==> config.mk <==
export PLATFORM = sky130hd
export DESIGN_NAME = ama_riscv_load_align
export DESIGN_NICKNAME = d
export VERILOG_FILES = /design/src/rtl/ama_riscv_pkg.sv /design/src/rtl/ama_riscv_load_extract.sv /design/src/rtl/ama_riscv_load_align.sv
export SDC_FILE = /design/constraint.sdc
export NUM_CORES = 1
export LEC_CHECK = 0
export ABC_AREA = 1
export BUFFER_PORTS_ARGS = -buffer_cell sky130_fd_sc_hd__clkbuf_2
export CAP_MARGIN = 10
export CELL_PAD_IN_SITES_DETAIL_PLACEMENT = 2
export CELL_PAD_IN_SITES_GLOBAL_PLACEMENT = 2
export CORE_MARGIN = 10
export CORE_UTILIZATION = 28
export DETAILED_ROUTE_END_ITERATION = 8
export PLACE_DENSITY_LB_ADDON = 0.1
export SLEW_MARGIN = 20
export SYNTH_ARGS = -nofsm -noshare
export SYNTH_HDL_FRONTEND = slang
export SYNTH_SLANG_ARGS = --single-unit
==> constraint.sdc <==
create_clock -name clk -period 1.8 [get_ports clk]
set_input_delay 0.27 -clock clk [delete_from_list [all_inputs] [get_ports clk]]
set_output_delay 0.27 -clock clk [all_outputs]
set_load 0.01 [all_outputs]
==> src/rtl/ama_riscv_pkg.sv <==
// Shared definitions for the load path: funct3 load widths, FSM encoding and
// decode helpers for misaligned / unsupported widths.
package ama_riscv_pkg;

  localparam logic [2:0] Funct3Lb  = 3'b000;
  localparam logic [2:0] Funct3Lh  = 3'b001;
  localparam logic [2:0] Funct3Lw  = 3'b010;
  localparam logic [2:0] Funct3Lbu = 3'b100;
  localparam logic [2:0] Funct3Lhu = 3'b101;

  typedef enum logic [1:0] {
    StIdle = 2'd0,
    StResp = 2'd1,
    StHold = 2'd2
  } load_state_e;

  // Any funct3 that is not one of the five supported load widths.
  function automatic logic is_bad_width(input logic [2:0] width);
    return !(width == Funct3Lb  || width == Funct3Lh  || width == Funct3Lw ||
             width == Funct3Lbu || width == Funct3Lhu);
  endfunction

  // Halfword crossing the word boundary, or word not on a word boundary.
  function automatic logic is_misaligned(input logic [1:0] offset, input logic [2:0] width);
    return ((width[1:0] == 2'b01) && (offset == 2'd3)) ||
           ((width[1:0] == 2'b10) && (offset != 2'd0));
  endfunction

endpackage

==> src/rtl/ama_riscv_load_extract.sv <==
// Combinational byte/halfword/word extraction with sign or zero extension.
// Unsupported widths return zero; misaligned cases are suppressed by the caller.
module ama_riscv_load_extract
  import ama_riscv_pkg::*;
(
  input  logic [31:0] rdata,
  input  logic [1:0]  offset,
  input  logic [2:0]  width,
  output logic [31:0] result
);

  logic [7:0]  byte_sel;
  logic [15:0] half_sel;

  // Select the addressed field, then extend it according to the width.
  always_comb begin
    byte_sel = 8'h00;
    unique case (offset)
      2'd0: byte_sel = rdata[7:0];
      2'd1: byte_sel = rdata[15:8];
      2'd2: byte_sel = rdata[23:16];
      2'd3: byte_sel = rdata[31:24];
      default: byte_sel = 8'h00;
    endcase

    // Offset 3 is misaligned for halfwords; it aliases offset 2 and gets masked.
    half_sel = offset[1] ? rdata[31:16] : (offset[0] ? rdata[23:8] : rdata[15:0]);

    result = 32'h0;
    case (width)
      Funct3Lb:  result = {{24{byte_sel[7]}}, byte_sel};
      Funct3Lbu: result = {24'h0, byte_sel};
      Funct3Lh:  result = {{16{half_sel[15]}}, half_sel};
      Funct3Lhu: result = {16'h0, half_sel};
      Funct3Lw:  result = rdata;
      default:   result = 32'h0;
    endcase
  end

endmodule

==> src/rtl/ama_riscv_load_align.sv <==
// Load alignment for a synchronous-read DMEM: captures load attributes at issue,
// aligns/extends the returned word one cycle later and holds it across stalls.
// Define AMA_RISCV_LOAD_MISALIGN_TRAP_EN to report misaligned loads as faults;
// otherwise they return valid zero data and ld_misaligned stays 0.
module ama_riscv_load_align
  import ama_riscv_pkg::*;
(
  input  logic        clk,
  input  logic        rst_n,
  input  logic        req_en,
  input  logic [1:0]  req_offset,
  input  logic [2:0]  req_width,
  input  logic        stall,
  input  logic        flush,
  input  logic [31:0] dmem_rdata,
  output logic [31:0] ld_data,
  output logic        ld_valid,
  output logic        ld_misaligned,
  output logic        ld_bad_width
);

  load_state_e state_q, state_d;

  logic [1:0]  offset_q;
  logic [2:0]  width_q;
  logic        mis_q;
  logic        bad_q;

  logic [31:0] hold_data_q;
  logic        hold_valid_q;
  logic        hold_mis_q;
  logic        hold_bad_q;

  logic        accept;
  logic        capture_hold;
  logic [31:0] ext_data;
  logic [31:0] resp_data;
  logic        resp_valid;
  logic        resp_mis;
  logic        resp_bad;

  assign accept       = req_en && !stall && !flush;
  assign capture_hold = (state_q == StResp) && stall && !flush;

  ama_riscv_load_extract u_extract (
    .rdata  (dmem_rdata),
    .offset (offset_q),
    .width  (width_q),
    .result (ext_data)
  );

  // Response in the cycle after acceptance; bad width outranks misaligned.
  always_comb begin
    resp_bad  = bad_q;
    resp_data = (bad_q || mis_q) ? 32'h0 : ext_data;
`ifdef AMA_RISCV_LOAD_MISALIGN_TRAP_EN
    resp_mis   = mis_q && !bad_q;
    resp_valid = !bad_q && !mis_q;
`else
    resp_mis   = 1'b0;
    resp_valid = !bad_q;
`endif
  end

  // Next-state logic.
  always_comb begin
    state_d = state_q;
    unique case (state_q)
      StIdle: state_d = accept ? StResp : StIdle;
      StResp, StHold: begin
        if (flush)       state_d = StIdle;
        else if (stall)  state_d = StHold;
        else if (accept) state_d = StResp;
        else             state_d = StIdle;
      end
      default: state_d = StIdle;
    endcase
  end

  // State register plus request attribute capture on acceptance.
  always_ff @(posedge clk or negedge rst_n) begin
    if (!rst_n) begin
      state_q  <= StIdle;
      offset_q <= 2'd0;
      width_q  <= 3'd0;
      mis_q    <= 1'b0;
      bad_q    <= 1'b0;
    end else begin
      state_q <= state_d;
      if (accept) begin
        offset_q <= req_offset;
        width_q  <= req_width;
        mis_q    <= is_misaligned(req_offset, req_width);
        bad_q    <= is_bad_width(req_width);
      end
    end
  end

  // Freeze the live response when a stall first hits it, so later DMEM changes
  // cannot disturb the value presented to writeback.
  always_ff @(posedge clk or negedge rst_n) begin
    if (!rst_n) begin
      hold_data_q  <= 32'h0;
      hold_valid_q <= 1'b0;
      hold_mis_q   <= 1'b0;
      hold_bad_q   <= 1'b0;
    end else if (capture_hold) begin
      hold_data_q  <= resp_data;
      hold_valid_q <= resp_valid;
      hold_mis_q   <= resp_mis;
      hold_bad_q   <= resp_bad;
    end
  end

  // Output mux by state; flush kills the flags in the same cycle.
  always_comb begin
    ld_data       = 32'h0;
    ld_valid      = 1'b0;
    ld_misaligned = 1'b0;
    ld_bad_width  = 1'b0;
    unique case (state_q)
      StResp: begin
        ld_data       = resp_data;
        ld_valid      = resp_valid;
        ld_misaligned = resp_mis;
        ld_bad_width  = resp_bad;
      end
      StHold: begin
        ld_data       = hold_data_q;
        ld_valid      = hold_valid_q;
        ld_misaligned = hold_mis_q;
        ld_bad_width  = hold_bad_q;
      end
      default: ;
    endcase
    if (flush) begin
      ld_valid      = 1'b0;
      ld_misaligned = 1'b0;
      ld_bad_width  = 1'b0;
    end
  end

endmodule

# After elaboration in Yosys (flattened, before gate mapping)
# Index checks and enable logic that the tools add are counted.
dict set report classes {
  reduce_logical 22
  mux 14
  n_eq_ne 16
}
# cell count
set op_table {}
lappend op_table {{$pmux W32 S5} 1}
lappend op_table {{$pmux W32 S2} 1}
lappend op_table {{$mux W16} 2}
lappend op_table {{$mux W32} 1}
lappend op_table {{$pmux W8 S4} 1}
lappend op_table {{$eq A3 B3 Y1 const B} 4}
lappend op_table {{$eq A2 B2 Y1 const B} 5}
lappend op_table {{$eq A2 B1 Y1 const B} 3}
lappend op_table {{$eq A3 B1 Y1 const B} 2}
lappend op_table {{$eq A3 B2 Y1 const B} 2}
lappend op_table {{$logic_and A1 B1 Y1} 6}
lappend op_table {{$logic_not A3 Y1} 2}
lappend op_table {{$logic_or A1 B1 Y1} 6}
lappend op_table {{$logic_not A1 Y1} 4}
lappend op_table {{$logic_not A2 Y1} 2}
lappend op_table {{$mux W2} 2}
lappend op_table {{$pmux W1 S2} 2}
lappend op_table {{$pmux W2 S2} 1}
lappend op_table {{$mux W1} 3}
lappend op_table {{$reduce_bool A2 Y1} 1}
lappend op_table {{$reduce_or A2 Y1} 1}
dict set report word_totals {
  word_cells 60
  output_inout_bits 35
  reg_bits 43
  in_bits 42
}

# Logic depth before layout (Yosys ltp)
# Gate-level depths: netlist (run 1).
dict set report logic_depth {
  ltp_word 7
  depth_mapped 10
  ltp_nobuf 9
}

# Hierarchy
# Synthesis (run 1) repeated with hierarchy kept, for this count alone.
dict set report unflattened {
  cells_unflattened 542
  hier_area_um2 3477.1
}
# mod area_per_inst_um2 seq_area_each_um2 n_inst cells_per_inst
set modules_own_cells {}
lappend modules_own_cells {ama_riscv_load_align 2364.8 1076.0 1 318}
lappend modules_own_cells {ama_riscv_load_extract 1112.3 0.0 1 224}

# Worst setup path before layout (run 1)
# No wires, ideal clock.
dict set report synth_timing {
  path_kind {reg-to-output}
  start {register width_q[1]}
  end {output port ld_data[11]}
  path_buffers 2
  path_slack_ps 98
  arrival_ps 1432
  required_ps 1530
  stages_incl_launch_ff 10
  path_cell_list {dfrtp_1 buf_6 inv_2 nand2_1 a21oi_2 nand3_4 buf_6 nand2_2 nand3_1 a21oi_1}
}
dict set report synth_via {
  elab_chain_cells 4
  elab_cells_between_ends 8
  classes_between {eq/ne: 4; mux: 3; reduce/logical: 1}
}
# item line
set synth_rtl {}
lappend synth_rtl {{start, declared} ama_riscv_load_align.sv:25} ;# logic [2:0] width_q;
lappend synth_rtl {{start signal, assigned} ama_riscv_load_align.sv:92} ;# width_q <= req_width;
lappend synth_rtl {{$eq A3 B2 Y1 (tied with other cells)} ama_riscv_load_extract.sv:30} ;# case (width)
lappend synth_rtl {{$pmux W32 S5 (*)} ama_riscv_load_extract.sv:30}
lappend synth_rtl {{$mux W32 (*)} ama_riscv_load_align.sv:55} ;# resp_data = (bad_q || mis_q) ? 32'h0 : ext_data;
lappend synth_rtl {{$pmux W32 S2 (*)} ama_riscv_load_align.sv:121} ;# unique case (state_q)
lappend synth_rtl {{end, declared} ama_riscv_load_align.sv:16} ;# output logic [31:0] ld_data,
# Every way passes the cells marked *; elsewhere a longest branch is shown, timed or not.

# Worst setup path after layout (run 1)
dict set report layout_timing {
  start {register offset_q[0]}
  end {output port ld_data[28]}
}
dict set report layout_via {
  elab_chain_cells 5
  elab_cells_between_ends 10
  classes_between {eq/ne: 3; mux: 6; reduce/logical: 1}
}
# item line
set layout_rtl {}
lappend layout_rtl {{start, declared} ama_riscv_load_align.sv:24} ;# logic [1:0] offset_q;
lappend layout_rtl {{start signal, assigned} ama_riscv_load_align.sv:91} ;# offset_q <= req_offset;
lappend layout_rtl {{$eq A2 B2 Y1 (tied with other cells)} ama_riscv_load_extract.sv:18} ;# unique case (offset)
lappend layout_rtl {{$pmux W8 S4 or $mux W16 (tied branches)} {ama_riscv_load_extract.sv:18, ama_riscv_load_extract.sv:27}}
lappend layout_rtl {{$pmux W32 S5 (*)} ama_riscv_load_extract.sv:30}
lappend layout_rtl {{$mux W32 (*)} ama_riscv_load_align.sv:55}
lappend layout_rtl {{$pmux W32 S2 (*)} ama_riscv_load_align.sv:121}
# Marked as above.

==> results.txt, run 1 <==
Status = complete, but fails checks
Failing checks = negative setup slack
Antenna Cells = 0
Max-cap violations = 0
Post-synthesis cell type count = 31
Worst vdd ir = 0.5082 mV
Sequential share of the synthesized area = 32.23%
Met3 usage = 4.445%
Dominant synthesized flop cell = dfrtp_1
CTS hold repair buffers = 0
Worst slack, placed = -0.1601 ns
# IOs = 77
Total CTS buffers = 5
CTS tree = built
RSZ-0062 raised after global routing = true
Power per cell area = 831.4 nW/µm²
Filler Cell Count = 1377
Pleak = 2.721 nW
Synth area leader = dfrtp_1
Post-Syn Nets = 581
Top post-synthesis cells by count = nand2_1 (172), nand3_1 (98), a21oi_1 (56)
Final worst path period share = 125.6%
Via-to-Cell Ratio = 5.292
Largest net degree at the start of global routing = 60
Die height = 129.2 µm
Number of enable flip-flop cells after synthesis = 0
Initial Util = 28.87%
Relative slew slack = 57.86%
Grt peak-use layer = met2
Min Clock Period, post-route = 2.261 ns
Port Buffers = 75
Die W = 129.2 µm
Core Footprint = 11560 µm²
Die Outline Area = 16690 µm²
First-pass GRT wire length = 28.11 mm
Synth Instances = 535
Routability cong. = 0.8617
Layout area overhead = 57.50%
Layout Utilization = 45.46%
Routed len/inst = 23.16 µm
Pre-antenna DRT Iters = 4
# rows = 39
GRT Overall Usage = 21.60%
Antenna viol nets, final = 0
Global Route met1 Usage = 26.38%
Setup-failing EPs final = 34
Sum Neg Setup Slack = -13.20 ns
FFs w/ async S/R, synth = 100.0%
Critical Path RT = 1.53 ns
# nets final = 713
DRC = 0
Post-synth top area share = 32.23%
Yosys reg bits = 43
Met2 usage = 38.22%
Max Clock Skew = 0.007049 ns
Synthesized area per cell = 6.240 µm²
Min-Delay Path Class = in -> async
Worst Tran Pin Value = 0.6322 ns
Reg clk slew, reported paths = 0.06 ns
Antenna violations before repair = 0
CP endpoint kind = output port
Dpl hpwl = 10.77 mm
CP arrival = 1.99 ns
Fraction of final layout cells sized beyond drive strength 1 = 44.31%
Total Routed Length = 18.78 mm
Root buffer cell = clkbuf_16
Max Root-Sink Buffers = 2
Max frequency = 0.4423 GHz
CP Class = reg -> out
YS warnings = 0
Clock tree sinks = 43
Clk_lat worst skew = 0.31 ns
DR vias = 4292
Grt ovf = 0
Most frequent cell after synthesis = nand2_1
DR iter-0 viols = 232
H-tree Lvls = 2
Synthesized cell area = 3338 µm²
Vias in the first global route = 4826
Slew Viols, Final = 0
Worst setup margin = -0.4608 ns
Synth top area cells = dfrtp_1 (32%), nand2_1 (19%), nand3_1 (15%)
Crit-path max FO = 5
Startpoint Class = flop
Count of final hold-check violations = 0
power by group:
group	leakage, nW	internal, mW	switching [mW]	total [mW]
sequential	0.573	1.15	0.137	1.29
clock	0.0669	0.514	0.442	0.956
combinational	2.08	0.881	1.24	2.12
total	2.72	2.55	1.82	4.37
cell usage in the layout (no fill, tap or decap), types with 6 or more instances in the layout:
cell      netlist  routed
nand2_1       172     137
nand3_1        98      71
buf_4           2      54
inv_1          51      48
clkbuf_2        0      44
dfrtp_1        43      41
nand2_2        11      34
buf_2          13      31
a21oi_1        56      29
nand3_2         1      28
a21oi_2         1      27
nor2_1         28      25
buf_6           6      16
nand2_4         0      12
o21ai_0        12       8
buf_12          0       6
metrics by stage:
stage | power (mW) | cells | instance area (µm²) | hold slack (ns)
floorplan | 2.122 | 535 | 3338 | -0.02559
global placement | 2.706 | 772 | 4180 | 0.4110
detailed placement | 2.785 | 772 | 4180 | 0.4234
CTS | 4.098 | 801 | 4957 | 0.1011
global route | 4.643 | 811 | 5258 | 0.1197
finish | 4.371 | 811 | 5258 | 0.07024
registers in the layout, summed over array words and instances (netlist names):
signal        cells
bad_q             1
hold_bad_q        1
hold_data_q      32
hold_valid_q      1
mis_q             1
offset_q          2
state_q           2
width_q           3
critical path, cell delays in order, from the launching register on:
cell and delay (ns):
dfrtp_2 0.44, buf_6 0.15, nand2_2 0.06, nand2_2 0.07
nand2_2 0.07, nand2_4 0.09, nand3_4 0.14, buf_8 0.19
nand2_4 0.07, nand3_2 0.08, a21oi_2 0.16, buf_2 0.15
worst paths after layout:
check                          startpoint             end  slack [ns]  depth (start not counted)
max in group asynchronous           rst_n     offset_q[1]        1.27                          2
max reg2reg                    width_q[0]  hold_data_q[6]        0.03                         13
min in group clk             req_width[2]      width_q[2]        0.21                          3
max                           offset_q[0]     ld_data[28]       -0.46                         11
min reg2reg                hold_data_q[3]  hold_data_q[3]        0.49                          2
min                                 rst_n  hold_data_q[1]        0.07                          2
cell type report:
type                    count  area, µm²  area share (%)
repair buffers            160       1304           24.80
clock buffers               6      128.9           2.451
well taps                 143      178.9           3.403
multi-input cells         403       2345           44.60
flip-flops and latches     43       1079           20.51
inverters                  54      210.2           3.998
clock inverters             2      12.51          0.2380
cell families (layout without fill, tap and decap cells):
family,Yosys count,after routing,share of synthesized area (%)
and+or+nand+nor,320,320,41.98
DFF,43,43,32.23
buffers and inverters,89,222,12.07
adders and majority gates,4,4,1.499
AOI/OAI and AO/OA,78,78,12.11
other,1,1,0.1123
layer usage:
metal  part of all wire [%]  vias up
li1                       -     1980
met1                     40     2154
met2                     51      125
met3                    6.6       33
met4                    2.7        0
met5                      0        -
what timing repair did:
item	in CTS	in global routing
endpoints found under the hold margin	0	0
pin swaps	25	29
gates cloned	7	0
buffers inserted	14	10
resized for setup	95	94
setup endpoints to repair	34	61
(Power assumes the default switching activity.)
==> inputs of run 2 (changes only) <==
--- a/config.mk
+++ b/config.mk
@@ -11,10 +11,11 @@
 export CELL_PAD_IN_SITES_DETAIL_PLACEMENT = 2
 export CELL_PAD_IN_SITES_GLOBAL_PLACEMENT = 2
 export CORE_MARGIN = 10
-export CORE_UTILIZATION = 28
+export CORE_UTILIZATION = 29
 export DETAILED_ROUTE_END_ITERATION = 8
 export PLACE_DENSITY_LB_ADDON = 0.1
 export SLEW_MARGIN = 20
 export SYNTH_ARGS = -nofsm -noshare
 export SYNTH_HDL_FRONTEND = slang
+export SYNTH_HIERARCHICAL = 1
 export SYNTH_SLANG_ARGS = --single-unit
==> results.txt, run 2 <==
Dpl hpwl = 10.87 mm
Max-cap violations = 0
Core Footprint = 11560 µm²
Top post-synthesis cells by count = nand2_1 (228), nand3_1 (49), dfrtp_1 (43)
Sequential share of the synthesized area = 30.95%
Startpoint Class = flop
H-tree Lvls = 2
Worst vdd ir = 0.5372 mV
Area after DPL = 4237 µm²
Post-synthesis cell type count = 28
Critical path, cell by cell = inv_4 -> buf_6 -> nor2_4 -> buf_6 -> buf_4 -> nand2_1 -> nand3_2 -> nand2_2 -> nand2_2 -> nand3_1 -> a21oi_1 -> buf_2
Antenna viol nets, final = 0
First-pass GRT wire length = 24.22 mm
Hold WS = 0.04267 ns
Die W = 129.5 µm
Dominant synthesized flop cell = dfrtp_1
Pre-antenna DRT Iters = 4
Register with the most flip-flops = hold_data_q
YS warnings = 6
Antenna violations before repair = 0
Setup-failing EPs final = 34
Via-to-Cell Ratio = 5.180
Synthesized cell area = 3477 µm²
Port Buffers = 75
CP endpoint kind = output port
Grt ovf = 0
Most frequent cell after synthesis = nand2_1
Final worst path period share = 129.5%
WP buf/inv = 5
Total Routed Length = 16.92 mm
CP max stage cell = dfrtp_2
Synth top area cells = dfrtp_1 (31%), nand2_1 (25%), nand3_1 (7.1%)
# IOs = 77
Initial Util = 30.07%
Number of enable flip-flop cells after synthesis = 0
Max Clock Skew = 0.007005 ns
Worst Tran Pin Value = 0.6286 ns
CP delay by family, top = buffers and inverters
Die height = 129.5 µm
Vias in the first global route = 4496
Failing checks = negative setup slack
DR iter-0 viols = 192
Yosys reg bits = 43
RSZ-0062 raised after global routing = true
CTS tree = built
Sum Neg Setup Slack = -14.55 ns
Relative slew slack = 58.10%
Most frequent cells in the layout = nand2_1 (190), buf_4 (52), clkbuf_2 (46), dfrtp_1 (40)
Min Clock Period, post-route = 2.332 ns
CP Class = reg -> out
Reg clk slew, reported paths = 0.07 ns
Critical Path RT = 1.53 ns
DR vias = 4180
Routed len/inst = 20.96 µm
Max Root-Sink Buffers = 2
Largest net degree at the start of global routing = 58
CP arrival = 2.06 ns
Max frequency = 0.4289 GHz
GRT Overall Usage = 18.23%
Synthesized area per cell = 6.415 µm²
Status = complete, but fails checks
Root buffer cell = clkbuf_16
Max reg flops = 32
Pleak = 2.510 nW
Routability cong. = 0.9061
Total CTS buffers = 5
Biggest regs = hold_data_q (32), width_q (3)
Cell area after layout = 5074 µm²
Post-Syn Nets = 588
CTS hold repair buffers = 0
# rows = 39
Fraction of final layout cells sized beyond drive strength 1 = 42.17%
Clock tree sinks = 43
Power per cell area = 892.0 nW/µm²
Synth Instances = 542
Slew Viols, Final = 0
Synth area leader = dfrtp_1
Clk_lat worst skew = 0.31 ns
Min-Delay Path Class = in -> async
# nets final = 709
Count of final hold-check violations = 0
FFs w/ async S/R, synth = 100.0%
Crit-path max FO = 5
Layout area overhead = 45.92%
Slowest cell delay on critical path = 0.44 ns
Worst setup margin = -0.5316 ns
Die Outline Area = 16770 µm²
DRC = 0
Post-synth top area share = 30.95%
Antenna Cells = 0
Commonest non-fill, non-tap cell in the layout = nand2_1
-- run 2: power by group --
part	leakage (nW)	internal [mW]	switching (mW)
clock network	0.0838	0.657	0.475
registers	0.568	1.18	0.145
logic	1.86	0.833	1.24
-- run 2: worst paths after layout --
kind	start	end	slack [ns]	cells past startpoint
worst min register to register	hold_data_q[24]	hold_data_q[24]	0.49	2
min in group clk	req_width[2]	width_q[2]	0.17	3
worst min-delay path	rst_n	hold_data_q[16]	0.04	2
max in group asynchronous	rst_n	offset_q[0]	1.27	2
worst max register to register	offset_q[0]	hold_data_q[5]	-0.08	14
worst max-delay path	offset_q[0]	ld_data[4]	-0.53	12
-- run 2: metal layers --
| metal | vias up | GRT usage (%) | part of all wire [%] |
|---|---|---|---|
| met3 | 31 | 3.997 | 4.2 |
| met4 | 0 | 6.217 | 2.6 |
| met1 | 2075 | 20.78 | 41 |
| li1 | 1977 | - | - |
| met5 | - | 0 | 0 |
| met2 | 97 | 32.94 | 52 |
-- run 2: logic make-up (layout without fill, tap and decap cells) --
logic type	after synthesis	after routing	share of synthesized area (%)
simple gates	322	324	40.52
compound gates	92	92	14.50
fa+ha+maj	4	4	1.439
flops	43	43	30.95
buf+inv	80	200	12.49
other cells	1	1	0.1078
-- run 2: layout make-up --
class	count	area (µm²)
fill	1376	6491
timing repair buffer	150	1135
tap	143	178.9
inverter	42	165.2
sequential	43	1080
clock inverter	3	43.79
multi-input combinational	421	2346
clock buffer	5	125.1
-- run 2: timing repair --
action	in CTS	in global routing
gates cloned	3	3
endpoints found under the hold margin	0	0
buffers inserted	8	14
pin swaps	8	21
endpoints found under the setup margin	34	34
resized for setup	53	93
-- run 2: per-stage QoR --
stage | std cells | setup WS [ns] | utilization (%) | power, mW
after floorplan | 542 | 0.1058 | - | 2.340
after global placement | 771 | -0.1301 | 36.63 | 2.866
after detailed placement | 771 | -0.2178 | 36.63 | 2.958
after CTS | 790 | -0.4321 | 40.47 | 4.291
after global routing | 807 | -0.6515 | 43.87 | 4.836
final | 807 | -0.5316 | 43.87 | 4.526
